### src/rtl/hpdmc_dly_ctrl.sv
// Tap sequencer for NLANES IODELAY2 input delays (VARIABLE_FROM_ZERO).
// Owns CAL/RST/CE/INC pulsing, BUSY handshaking and per-lane tap tracking.
module hpdmc_dly_ctrl #(
    parameter int NLANES     = 2,
    parameter int TAP_W      = 8,
    parameter int TAP_MAX    = 255,
    parameter int BUSY_GUARD = 2
) (
    input  logic                    sys_clk,
    input  logic                    sys_rst,
    input  logic                    cmd_valid,
    output logic                    cmd_ready,
    input  logic [1:0]              cmd_op,
    input  logic [NLANES-1:0]       cmd_mask,
    input  logic [TAP_W-1:0]        cmd_tap,
    output logic                    done,
    output logic [NLANES*TAP_W-1:0] tap,
    output logic                    dly_cal,
    output logic                    dly_rst,
    output logic [NLANES-1:0]       dly_ce,
    output logic [NLANES-1:0]       dly_inc,
    input  logic [NLANES-1:0]       dly_busy
);
    localparam int GW = (BUSY_GUARD < 1) ? 1 : $clog2(BUSY_GUARD + 1);
    localparam logic [GW-1:0]    GUARD = GW'(BUSY_GUARD);
    localparam logic [GW-1:0]    GONE  = GW'(1);
    localparam logic [TAP_W-1:0] TMAX  = TAP_W'(TAP_MAX);
    localparam logic [TAP_W-1:0] TONE  = TAP_W'(1);

    typedef enum logic [2:0] {
        S_IDLE,
        S_CAL,
        S_CALWAIT,
        S_RSTP,
        S_RSTWAIT,
        S_STEP,
        S_STEPWAIT
    } state_t;

    state_t                    state_q, state_d;
    logic [1:0]                op_q, op_d;
    logic [NLANES-1:0]         mask_q, mask_d;
    logic [TAP_W-1:0]          ctap_q, ctap_d;
    logic [NLANES-1:0]         move_q, move_d;
    logic [GW-1:0]             cnt_q, cnt_d;
    logic [NLANES*TAP_W-1:0]   tap_q, tap_d;
    logic                      cmd_ready_q, cmd_ready_d;
    logic                      done_q, done_d;
    logic                      dly_cal_q, dly_cal_d;
    logic                      dly_rst_q, dly_rst_d;
    logic [NLANES-1:0]         dly_ce_q, dly_ce_d;
    logic [NLANES-1:0]         dly_inc_q, dly_inc_d;

    logic [TAP_W-1:0]          goal [NLANES];
    logic [NLANES-1:0]         step_mv;
    logic [NLANES-1:0]         step_up;

    // Per-lane goal for the latched op; only masked lanes off-goal move.
    always_comb begin
        for (int i = 0; i < NLANES; i++) begin
            goal[i] = tap_q[i*TAP_W +: TAP_W];
            unique case (op_q)
                2'b00: goal[i] = tap_q[i*TAP_W +: TAP_W];
                2'b01: goal[i] = (tap_q[i*TAP_W +: TAP_W] >= TMAX) ?
                                 TMAX : tap_q[i*TAP_W +: TAP_W] + TONE;
                2'b10: goal[i] = (tap_q[i*TAP_W +: TAP_W] == '0) ?
                                 '0 : tap_q[i*TAP_W +: TAP_W] - TONE;
                2'b11: goal[i] = (ctap_q > TMAX) ? TMAX : ctap_q;
            endcase
            step_mv[i] = mask_q[i] & (goal[i] != tap_q[i*TAP_W +: TAP_W]);
            step_up[i] = goal[i] > tap_q[i*TAP_W +: TAP_W];
        end
    end

    always_comb begin
        state_d   = state_q;
        op_d      = op_q;
        mask_d    = mask_q;
        ctap_d    = ctap_q;
        move_d    = move_q;
        cnt_d     = cnt_q;
        tap_d     = tap_q;
        done_d    = 1'b0;
        dly_cal_d = 1'b0;
        dly_rst_d = 1'b0;
        dly_ce_d  = '0;
        dly_inc_d = '0;
        unique case (state_q)
            S_IDLE: begin
                if (cmd_valid) begin
                    op_d    = cmd_op;
                    mask_d  = cmd_mask;
                    ctap_d  = cmd_tap;
                    state_d = (cmd_op == 2'b00) ? S_CAL : S_STEP;
                end
            end
            S_CAL: begin
                dly_cal_d = 1'b1;
                cnt_d     = '0;
                state_d   = S_CALWAIT;
            end
            S_CALWAIT: begin
                if (cnt_q < GUARD) begin
                    cnt_d = cnt_q + GONE;
                end else if ((dly_busy & mask_q) == '0) begin
                    state_d = S_RSTP;
                end
            end
            S_RSTP: begin
                // RST is shared by every lane, so all taps return to zero.
                dly_rst_d = 1'b1;
                tap_d     = '0;
                cnt_d     = '0;
                state_d   = S_RSTWAIT;
            end
            S_RSTWAIT: begin
                if (cnt_q < GUARD) begin
                    cnt_d = cnt_q + GONE;
                end else if ((dly_busy & mask_q) == '0) begin
                    state_d = S_IDLE;
                    done_d  = 1'b1;
                end
            end
            S_STEP: begin
                if (step_mv == '0) begin
                    state_d = S_IDLE;
                    done_d  = 1'b1;
                end else begin
                    dly_ce_d  = step_mv;
                    dly_inc_d = step_mv & step_up;
                    move_d    = step_mv;
                    cnt_d     = '0;
                    state_d   = S_STEPWAIT;
                    for (int i = 0; i < NLANES; i++) begin
                        if (step_mv[i]) begin
                            tap_d[i*TAP_W +: TAP_W] = step_up[i] ?
                                tap_q[i*TAP_W +: TAP_W] + TONE :
                                tap_q[i*TAP_W +: TAP_W] - TONE;
                        end
                    end
                end
            end
            S_STEPWAIT: begin
                if (cnt_q < GUARD) begin
                    cnt_d = cnt_q + GONE;
                end else if ((dly_busy & move_q) == '0) begin
                    if (op_q == 2'b11) begin
                        state_d = S_STEP;
                    end else begin
                        state_d = S_IDLE;
                        done_d  = 1'b1;
                    end
                end
            end
            default: state_d = S_CAL;
        endcase
        cmd_ready_d = (state_d == S_IDLE);
    end

    always_ff @(posedge sys_clk) begin
        if (sys_rst) begin
            state_q     <= S_CAL;
            op_q        <= '0;
            mask_q      <= '1;
            ctap_q      <= '0;
            move_q      <= '0;
            cnt_q       <= '0;
            tap_q       <= '0;
            cmd_ready_q <= 1'b0;
            done_q      <= 1'b0;
            dly_cal_q   <= 1'b0;
            dly_rst_q   <= 1'b0;
            dly_ce_q    <= '0;
            dly_inc_q   <= '0;
        end else begin
            state_q     <= state_d;
            op_q        <= op_d;
            mask_q      <= mask_d;
            ctap_q      <= ctap_d;
            move_q      <= move_d;
            cnt_q       <= cnt_d;
            tap_q       <= tap_d;
            cmd_ready_q <= cmd_ready_d;
            done_q      <= done_d;
            dly_cal_q   <= dly_cal_d;
            dly_rst_q   <= dly_rst_d;
            dly_ce_q    <= dly_ce_d;
            dly_inc_q   <= dly_inc_d;
        end
    end

    assign cmd_ready = cmd_ready_q;
    assign done      = done_q;
    assign tap       = tap_q;
    assign dly_cal   = dly_cal_q;
    assign dly_rst   = dly_rst_q;
    assign dly_ce    = dly_ce_q;
    assign dly_inc   = dly_inc_q;

endmodule

### config.mk
export PLATFORM = sky130hd
export DESIGN_NAME = hpdmc_dly_ctrl
export DESIGN_NICKNAME = d
export VERILOG_FILES = /design/src/rtl/hpdmc_dly_ctrl.sv
export SDC_FILE = /design/constraint.sdc
export NUM_CORES = 1
export LEC_CHECK = 0
export CORE_ASPECT_RATIO = 1.25
export CORE_MARGIN = 1.5
export CORE_UTILIZATION = 60
export CTS_CLUSTER_DIAMETER = 120
export CTS_CLUSTER_SIZE = 20
export DETAILED_ROUTE_END_ITERATION = 16
export PLACE_DENSITY = 0.85
export SLEW_MARGIN = 20
export SYNTH_ARGS = -nofsm -noshare
export SYNTH_HDL_FRONTEND = slang
export SYNTH_SLANG_ARGS = --single-unit
### constraint.sdc
create_clock -name sys_clk -period 5 [get_ports sys_clk]
set_input_delay 1 -clock sys_clk [delete_from_list [all_inputs] [get_ports sys_clk]]
set_output_delay 1 -clock sys_clk [all_outputs]
set_load 0.005 [all_outputs]
==> results of run 1 <==
worst paths after layout:
path,startpoint,endpoint,cells past startpoint
setup / recovery,tap[8]$_SDFFE_PP0P_,tap[11]$_SDFFE_PP0P_,15
hold reg to reg,ctap_q[1]$_SDFFE_PP0P_,ctap_q[1]$_SDFFE_PP0P_,2
hold / removal,ctap_q[1]$_SDFFE_PP0P_,ctap_q[1]$_SDFFE_PP0P_,2
setup reg to reg,tap[8]$_SDFFE_PP0P_,tap[11]$_SDFFE_PP0P_,15
power by group:
part           internal [mW]  total (mW)  switching (mW)
Clock                  0.111       0.243           0.131
Combinational          0.786        1.90            1.12
Sequential             0.421       0.561           0.140
Total                   1.32        2.71            1.39
state kept, by name (all words and copies together) (netlist names):
name / cells
move_q: 2
done: 1
dly_rst: 1
state_q: 3
dly_inc: 2
op_q: 2
dly_ce: 2
ctap_q: 8
cnt_q: 2
tap: 16
dly_cal: 1
cmd_ready: 1
mask_q: 2
logic make-up (layout without fill, tap and decap cells):
kind of cell / Yosys count / in the layout / synth area share (%)
AOI/OAI and AO/OA: 137 / 137 / 25.92
xor gates and xnor gates: 13 / 13 / 3.595
adders and majority gates: 20 / 20 / 7.902
buffers and inverters: 44 / 72 / 5.768
DFF: 43 / 43 / 27.18
muxes: 9 / 9 / 3.042
and+or+nand+nor: 168 / 168 / 26.59
metrics by stage:
step	hold WS (ns)	power (mW)	cell area [µm²]
after global routing	0.4905	2.908	3655
after floorplan	0.4366	2.021	3167
final	0.4614	2.705	3655
after CTS	0.4632	2.665	3655
after global placement	0.4491	2.373	3563
after detailed placement	0.4509	2.418	3563
area by class of cell:
cell class | count | area [µm²] | share of cell area (%)
multi-input combinational | 347 | 2123 | 58.10
sequential | 43 | 860.8 | 23.55
timing repair buffer | 42 | 415.4 | 11.37
inverter | 23 | 86.33 | 2.362
clock buffer | 6 | 82.58 | 2.259
tap | 62 | 77.57 | 2.123
clock inverter | 1 | 8.758 | 0.2396
Yosys cell counts, drive strengths merged, types with 3 or more instances:
cell type  count
clkbuf        12
nor2          38
nor2b          7
inv           23
a311o          3
xnor2         12
dfxtp         43
and3           7
mux2i          7
nand2         49
ha            20
nand3         20
buf            9
or2            3
nand4          7
a22oi          3
or3            7
nor3          21
a31oi          8
a21oi         67
o31ai          4
o21ai         36
worst reg2reg max path, stage by stage, from the launching register on:
cell,delay [ns]
dfxtp_1,0.41
inv_1,0.16
ha_1,0.24
nand3_1,0.20
nor3_2,0.28
a311o_1,0.42
a21oi_1,0.08
nor3_1,0.19
a21oi_1,0.09
ha_1,0.35
nand4_4,0.18
o21ai_2,0.35
or3_1,0.38
inv_2,0.16
and3_1,0.20
a211o_1,0.25
metal layers:
layer | part of all wire (%) | routed length [µm] | GRT usage, %
met3 | 6.6 | 583 | 6.300
met5 | 0 | 0 | 0
met1 | 41 | 3653 | 40.80
met4 | 4.5 | 399 | 15.45
met2 | 48 | 4206 | 49.87
==> impl_metrics.json, run 1 <==
{
  "worst-endpoint-required_ns": 5.20,
  "r2r_slack_ns": 0.96,
  "antenna_found_initial": 0,
  "die_area_mm2": 0.005726,
  "ys_async_sr_fraction_pct": 0,
  "critPathKind": "flip-flop to flip-flop",
  "synth_top_area_cell": "dfxtp_1",
  "synth_area_per_cell_um2": 7.297,
  "grt-ovfl-total": 0,
  "synth.area.top_cells": "dfxtp_1 27%, a21oi_1 10%, ha_1 7.9%",
  "routed_wl_um": 8842,
  "io_pins": 41,
  "drcViolationCount": 0,
  "slowest_delay_ns": 0.42,
  "dp_hpwl_um": 6566,
  "fmax_mhz": 247.3,
  "initial_core_util_pct": 62.34,
  "yosysUniqueCellTypes": 55,
  "diodes": 0,
  "final_layout_size_suffix_gt1_share_pct": 7.576,
  "critical_path.endpoint_type": "flip-flop",
  "ys_seq_area_share_pct": 27.18,
  "finalNonFillerCells": 524,
  "area_delta_synth_final_pct": 15.41,
  "cp_cell_sequence": "inv_1, ha_1, nand3_1, nor3_2, a311o_1, a21oi_1, nor3_1, a21oi_1, ha_1, nand4_4, o21ai_2, or3_1, inv_2, and3_1, a211o_1",
  "grt_pass1_vias": 3004,
  "drt_iter0_drc": 376,
  "gp_congestion": 0.9941,
  "wl_per_cell_um": 16.87,
  "crit_slowest_cell": "a311o_1",
  "synth_top_area_share_pct": 27.18,
  "numPortBuffers": 40,
  "clk_latency_ns": 0.30,
  "root_buffer": "clkbuf_8",
  "worstSetupStartpointType": "flip-flop",
  "place_ws_ns": 1.089,
  "layout.nets": 499,
  "grt_pass1_wl_um": 14290,
  "max_cap_violations": 0,
  "syn_inst": 434,
  "dieHeight_um": 84.23,
  "final_core_util_pct": 71.95,
  "final_common_cell": "a21oi_1",
  "crit_path_max_fanout": 9,
  "cts_tree": "built",
  "finalWorstSetupSlack_ns": 0.9567,
  "synth_warnings": 0,
  "rsz0062_at_grt": "no",
  "syn_area_mm2": 0.003167,
  "critPathTopFamily": "simple AND/OR/NAND/NOR gates",
  "fp.coreArea_mm2": 0.005080,
  "rows": 29,
  "final.min_clock_period_ns": 4.043,
  "synth-edff-count": 0,
  "cts.sinks": 43,
  "chipWidth_um": 67.98,
  "fin_skew_ns": 0.003184,
  "status": "complete, no violations",
  "vias": 3364,
  "firstDrtPassIters": 5,
  "cts_buffers": 5,
  "synth_seq_cells": 43,
  "min_period_over_period_pct": 80.87,
  "htreeDepth": 2,
  "fin_setup_tns_ns": 0,
  "ir_worst_vdd_v": 0.0005200,
  "synth_ff_type": "dfxtp_1",
  "hold_viol_final": 0,
  "grtUsageTotal_pct": 31.80,
  "power.density_cell_area_mw_per_mm2": 740.1,
  "ant_nets": 0,
  "cts_setup_buffers": 0,
  "grt_max_degree": 24,
  "most-common-layout-cells": "66 x a21oi_1, 49 x nand2_1, 43 x dfxtp_1",
  "syn_nets": 471,
  "cts_max_path_buffers": 2,
  "setup_violations": 0,
  "leakage_nw": 1.405,
  "path_buf_inv": 2,
  "clkTransAtPathRegs_ns": 0.09,
  "holdBufCountCts": 0,
  "drv_slew": 0,
  "hp-class": "flip-flop to flip-flop",
  "worst_slew_pin_slew_ns": 0.7733,
  "nFillCells": 449,
  "cp.arrival_ns": 4.24,
  "dp.cells": 517,
  "cts-resized-gates": 0,
  "avgViaCountPerCell": 6.420,
  "maxSlewHeadroom_pct": 48.26
}
Note: power is estimated with default switching activity, not from simulation.
==> run 2: changes to the inputs <==
Settings changed: CORE_UTILIZATION 60 to 56, PLACE_DENSITY 0.85 to 0.8.
Clock period 5 ns to 3.9 ns, I/O delays scaled along.
==> impl_metrics.json, run 2 (same netlist as run 1, synthesis figures left out) <==
{
  "min_period_over_period_pct": 94.42,
  "clk_latency_ns": 0.30,
  "root_buffer": "clkbuf_8",
  "area_delta_synth_final_pct": 18.25,
  "holdBufCountCts": 0,
  "cts.sinks": 43,
  "cts_tree": "built",
  "critical_path.endpoint_type": "flip-flop",
  "hold_start": "ctap_q[7]$_SDFFE_PP0P_",
  "worst_slew_pin_slew_ns": 0.5262,
  "critPathKind": "flip-flop to flip-flop",
  "slowest_delay_ns": 0.44,
  "antenna_found_initial": 0,
  "layout.area.seq_um2": 862.1,
  "diodes": 0,
  "max_cap_violations": 0,
  "firstDrtPassIters": 5,
  "clkTransAtPathRegs_ns": 0.09,
  "wl_per_cell_um": 16.61,
  "layout.nets": 508,
  "cp_cell_sequence": "inv_1, ha_1, and3_1, a311o_1, o21ai_1, nor2_1, a21oi_1, ha_1, nand4_1, or3_1, nand4_1, or2_1, or3_1, o21ai_1",
  "initial_core_util_pct": 58.18,
  "r2r_start": "tap[1]$_SDFFE_PP0P_",
  "routed_wl_um": 8887,
  "met2_wirelength_um": 4406,
  "nFillCells": 485,
  "cts_setup_buffers": 0,
  "maxSlewHeadroom_pct": 64.82,
  "reg2regPathDepth": 14,
  "grt_pass1_wl_um": 14470,
  "largest_reg_flops": 16,
  "grtUsageTotal_pct": 28.89,
  "wl_met1_um": 3675,
  "final.min_clock_period_ns": 3.682,
  "ant_nets": 0,
  "multi_input_area_mm2": 0.002138,
  "wl_met3_um": 557,
  "setup_violations": 0,
  "status": "complete, no violations",
  "hold_depth": 2,
  "fin_skew_ns": 0.007753,
  "die_area_mm2": 0.006118,
  "avgViaCountPerCell": 6.340,
  "fmax_mhz": 271.6,
  "cts_max_path_buffers": 2,
  "drv_slew": 0,
  "rows": 30,
  "cts_buffers": 5,
  "drt_iter0_drc": 287,
  "grt-ovfl-total": 0,
  "chipWidth_um": 70.26,
  "htreeDepth": 2,
  "fp.coreArea_mm2": 0.005443,
  "drcViolationCount": 0,
  "startpoint": "tap[1]$_SDFFE_PP0P_",
  "hold_viol_final": 0,
  "crit_path_max_fanout": 8,
  "cp.arrival_ns": 3.91,
  "dp_hpwl_um": 6798,
  "final_layout_size_suffix_gt1_share_pct": 10.19,
  "dieHeight_um": 87.08,
  "most-common-layout-cells": "66 x a21oi_1, 49 x nand2_1, 42 x dfxtp_1",
  "grt_max_degree": 24,
  "worstSetupStartpointType": "flip-flop",
  "io_pins": 41,
  "top_layer": "met4",
  "leakage_nw": 1.455,
  "worst-endpoint-required_ns": 4.13,
  "vias": 3392,
  "crit_slowest_cell": "dfxtp_1",
  "finalWorstSetupSlack_ns": 0.2177,
  "gp_congestion": 0.9748,
  "grt_pass1_vias": 3147,
  "hp-class": "flip-flop to flip-flop",
  "fin_setup_tns_ns": 0,
  "place_ws_ns": 0.2000,
  "final_common_cell": "a21oi_1",
  "ir_worst_vdd_v": 0.0005569,
  "rsz0062_at_grt": "no",
  "power.density_cell_area_mw_per_mm2": 963.5,
  "numPortBuffers": 40
}
[run 2: cell count changes in the layout (fill, tap and decap cells not counted), sizes merged]
cell,before,now
buf,2,11
clkbuf,6,5
clkinv,0,2
inv,24,23
[run 2: per-layer routing]
metal	GRT usage (%)	up-vias
li1	-	1632
met1	34.33	1576
met2	51.89	164
met3	3.588	20
met4	12.76	0
met5	0	-
[run 2: worst max-delay path: cells and delay by family, from the launching register on]
family / cells / cell delay (ns)
and+or+nand+nor: 7 / 1.68
DFF: 1 / 0.44
AOI/OAI and AO/OA: 4 / 0.87
adders and majority gates: 2 / 0.52
buffers and inverters: 1 / 0.13
[run 2: power by group]
part	switching, mW	leakage, nW	internal (mW)	total (mW)
combinational	1.49	1.06	1.13	2.62
sequential	0.165	0.350	0.540	0.706
clock	0.160	0.0440	0.123	0.283
total	1.82	1.45	1.79	3.61
[run 2: timing repair]
action	CTS	global route
setup endpoints to repair	0	8
hold endpoints to repair	0	0
gates resized for setup	0	5
[run 2: cell type report]
type	count	area share, %
Inverter	23	2.305
Timing Repair Buffer	51	13.23
Clock buffer	5	1.838
Multi-Input combinational cell	347	57.10
Clock inverter	2	0.3675
Tap cell	64	2.138
Sequential cell	43	23.02
[run 2: worst paths after layout]
check,to,slack (ns)
hold / removal,ctap_q[7]$_SDFFE_PP0P_,0.47
hold reg to reg,ctap_q[7]$_SDFFE_PP0P_,0.47
setup reg to reg,tap[2]$_SDFFE_PP0P_,0.22
setup / recovery,tap[2]$_SDFFE_PP0P_,0.22
[run 2: per-stage QoR]
step | util, % | area, µm² | hold WS, ns | power (mW) | std cells
floorplan | - | 3167 | 0.4366 | 2.591 | 434
global placement | 66.99 | 3646 | 0.4452 | 3.188 | 528
detailed placement | 66.99 | 3646 | 0.4554 | 3.234 | 528
CTS | 68.51 | 3729 | 0.4682 | 3.526 | 535
global route | 68.80 | 3745 | 0.4773 | 3.861 | 535
finish | 68.80 | 3745 | 0.4658 | 3.608 | 535
==> run 3: changes to the inputs <==
Settings changed: GPL_ROUTABILITY_DRIVEN from default to 0, SLEW_MARGIN 20 to default.
==> impl_metrics.json, run 3 (same netlist as run 1, synthesis figures left out) <==
{
  "status": "complete, no violations",
  "ant_nets": 0,
  "worstSetupEndpoint": "tap[11]$_SDFFE_PP0P_",
  "cp.depth": 14,
  "clkTransAtPathRegs_ns": 0.09,
  "finalNonFillerCells": 536,
  "numPortBuffers": 40,
  "die_area_mm2": 0.006118,
  "cts_buffers": 5,
  "largest_reg_flops": 16,
  "grt_pass1_wl_um": 14630,
  "cp.arrival_ns": 3.79,
  "startpoint": "tap[9]$_SDFFE_PP0P_",
  "fmax_mhz": 278.1,
  "cts_tree": "built",
  "most-common-layout-cells": "66 x a21oi_1, 49 x nand2_1, 42 x dfxtp_1",
  "io_pins": 41,
  "cts_max_path_buffers": 2,
  "area_delta_synth_final_pct": 18.89,
  "cts.sinks": 43,
  "wl_per_cell_um": 16.74,
  "hold_depth": 2,
  "cp_cell_sequence": "inv_1, ha_1, nand3_1, nor3_2, a311o_2, a21o_1, a21oi_1, ha_1, a21oi_1, a21oi_4, o22ai_4, mux2_4, and3_1, a211o_1",
  "rsz0062_at_grt": "no",
  "worst-endpoint-required_ns": 4.09,
  "grt-ovfl-total": 0,
  "drcViolationCount": 0,
  "grt_max_degree": 26,
  "min_period_over_period_pct": 92.20,
  "grt_pass1_vias": 3161,
  "setup_violations": 0,
  "worst_slew_pin_slew_ns": 0.7398,
  "diodes": 0,
  "r2r_start": "tap[9]$_SDFFE_PP0P_",
  "htreeDepth": 2,
  "crit_slowest_cell": "a311o_2",
  "hp-class": "flip-flop to flip-flop",
  "r2r_slack_ns": 0.30,
  "dp_hpwl_um": 6859,
  "fin_setup_tns_ns": 0,
  "path_buf_inv": 1,
  "critPathKind": "flip-flop to flip-flop",
  "leakage_nw": 1.466,
  "r2r_end": "tap[11]$_SDFFE_PP0P_",
  "firstDrtPassIters": 5,
  "root_buffer": "clkbuf_8",
  "critPathTopFamily": "compound AO/OA/AOI/OAI gates",
  "nFillCells": 470,
  "cts_setup_buffers": 0,
  "dpl-instance-area_mm2": 0.003633,
  "worstSetupStartpointType": "flip-flop",
  "grtUsageTotal_pct": 29.35,
  "layout.nets": 508,
  "initial_core_util_pct": 58.18,
  "final_layout_size_suffix_gt1_share_pct": 9.958,
  "rows": 30,
  "drt_iter0_drc": 295,
  "slowest_delay_ns": 0.47,
  "final.min_clock_period_ns": 3.596,
  "power.density_cell_area_mw_per_mm2": 982.2,
  "vias": 3439,
  "max_cap_violations": 0,
  "crit_path_max_fanout": 8,
  "clk_latency_ns": 0.30,
  "critical_path.endpoint_type": "flip-flop",
  "avgViaCountPerCell": 6.416,
  "final_core_util_pct": 69.17,
  "maxSlewHeadroom_pct": 50.50,
  "final_area_mm2": 0.003765,
  "routed_wl_um": 8973,
  "ir_worst_vdd_v": 0.0005108,
  "dieHeight_um": 87.08,
  "chipWidth_um": 70.26,
  "drv_slew": 0,
  "hold_viol_final": 0,
  "fp.coreArea_mm2": 0.005443,
  "holdBufCountCts": 0,
  "final_common_cell": "a21oi_1",
  "dp.cells": 528,
  "fin_skew_ns": 0.005992,
  "cts-resized-gates": 0,
  "antenna_found_initial": 0,
  "reg2regPathDepth": 14
}
run 3: where the power goes:
part           internal (mW)  leakage, nW  switching (mW)  total, mW
sequential             0.540        0.350           0.164      0.704
combinational           1.11         1.05            1.51       2.62
clock                  0.211       0.0618           0.166      0.377
run 3: final cells by class:
type	count	area, µm²	area share, %
multi-input combinational	347	2132	56.63
sequential	43	862.1	22.90
timing repair buffer	51	483.0	12.83
inverter	23	86.33	2.293
clock buffer	6	82.58	2.193
tap	64	80.08	2.127
clock inverter	2	38.79	1.030
run 3: worst min-delay path by stage:
| stage | end | from | slack [ns] |
|---|---|---|---|
| 6_report | ctap_q[1]$_SDFFE_PP0P_ | ctap_q[1]$_SDFFE_PP0P_ | 0.47 |
| 3_5_place_dp | ctap_q[5]$_SDFFE_PP0P_ | ctap_q[5]$_SDFFE_PP0P_ | 0.45 |
| 4_1_cts | ctap_q[1]$_SDFFE_PP0P_ | ctap_q[1]$_SDFFE_PP0P_ | 0.46 |
| 5_1_grt | ctap_q[7]$_SDFFE_PP0P_ | ctap_q[7]$_SDFFE_PP0P_ | 0.50 |
| 3_3_place_gp | ctap_q[1]$_SDFFE_PP0P_ | ctap_q[1]$_SDFFE_PP0P_ | 0.45 |
| 2_1_floorplan | ctap_q[1]$_SDFFE_PP0P_ | ctap_q[1]$_SDFFE_PP0P_ | 0.44 |
run 3: routing by layer:
layer / GRT usage (%) / share of wire, % / up-vias
met5: 0 / 0 / -
met4: 15.91 / 4.7 / 0
met3: 3.241 / 6.2 / 48
met2: 51.29 / 48 / 167
met1: 35.14 / 41 / 1589
li1: - / - / 1635
run 3: per-stage QoR:
stage               power [mW]  worst slack, ns  hold slack, ns
floorplan                2.591           0.3909          0.4366
global placement         3.135           0.3613          0.4500
detailed placement       3.206           0.2366          0.4507
CTS                      3.587           0.2172          0.4639
global route             3.946          0.03390          0.4952
finish                   3.698           0.3044          0.4669
run 3: worst register-to-register path: stages, from the launching register on:
cell and delay [ns]:
dfxtp_1 0.44, inv_1 0.13, ha_1 0.24, nand3_1 0.19, nor3_2 0.09, a311o_2 0.47, a21o_1 0.18, a21oi_1 0.14
ha_1 0.28, a21oi_1 0.29, a21oi_4 0.11, o22ai_4 0.16, mux2_4 0.32, and3_1 0.18, a211o_1 0.26
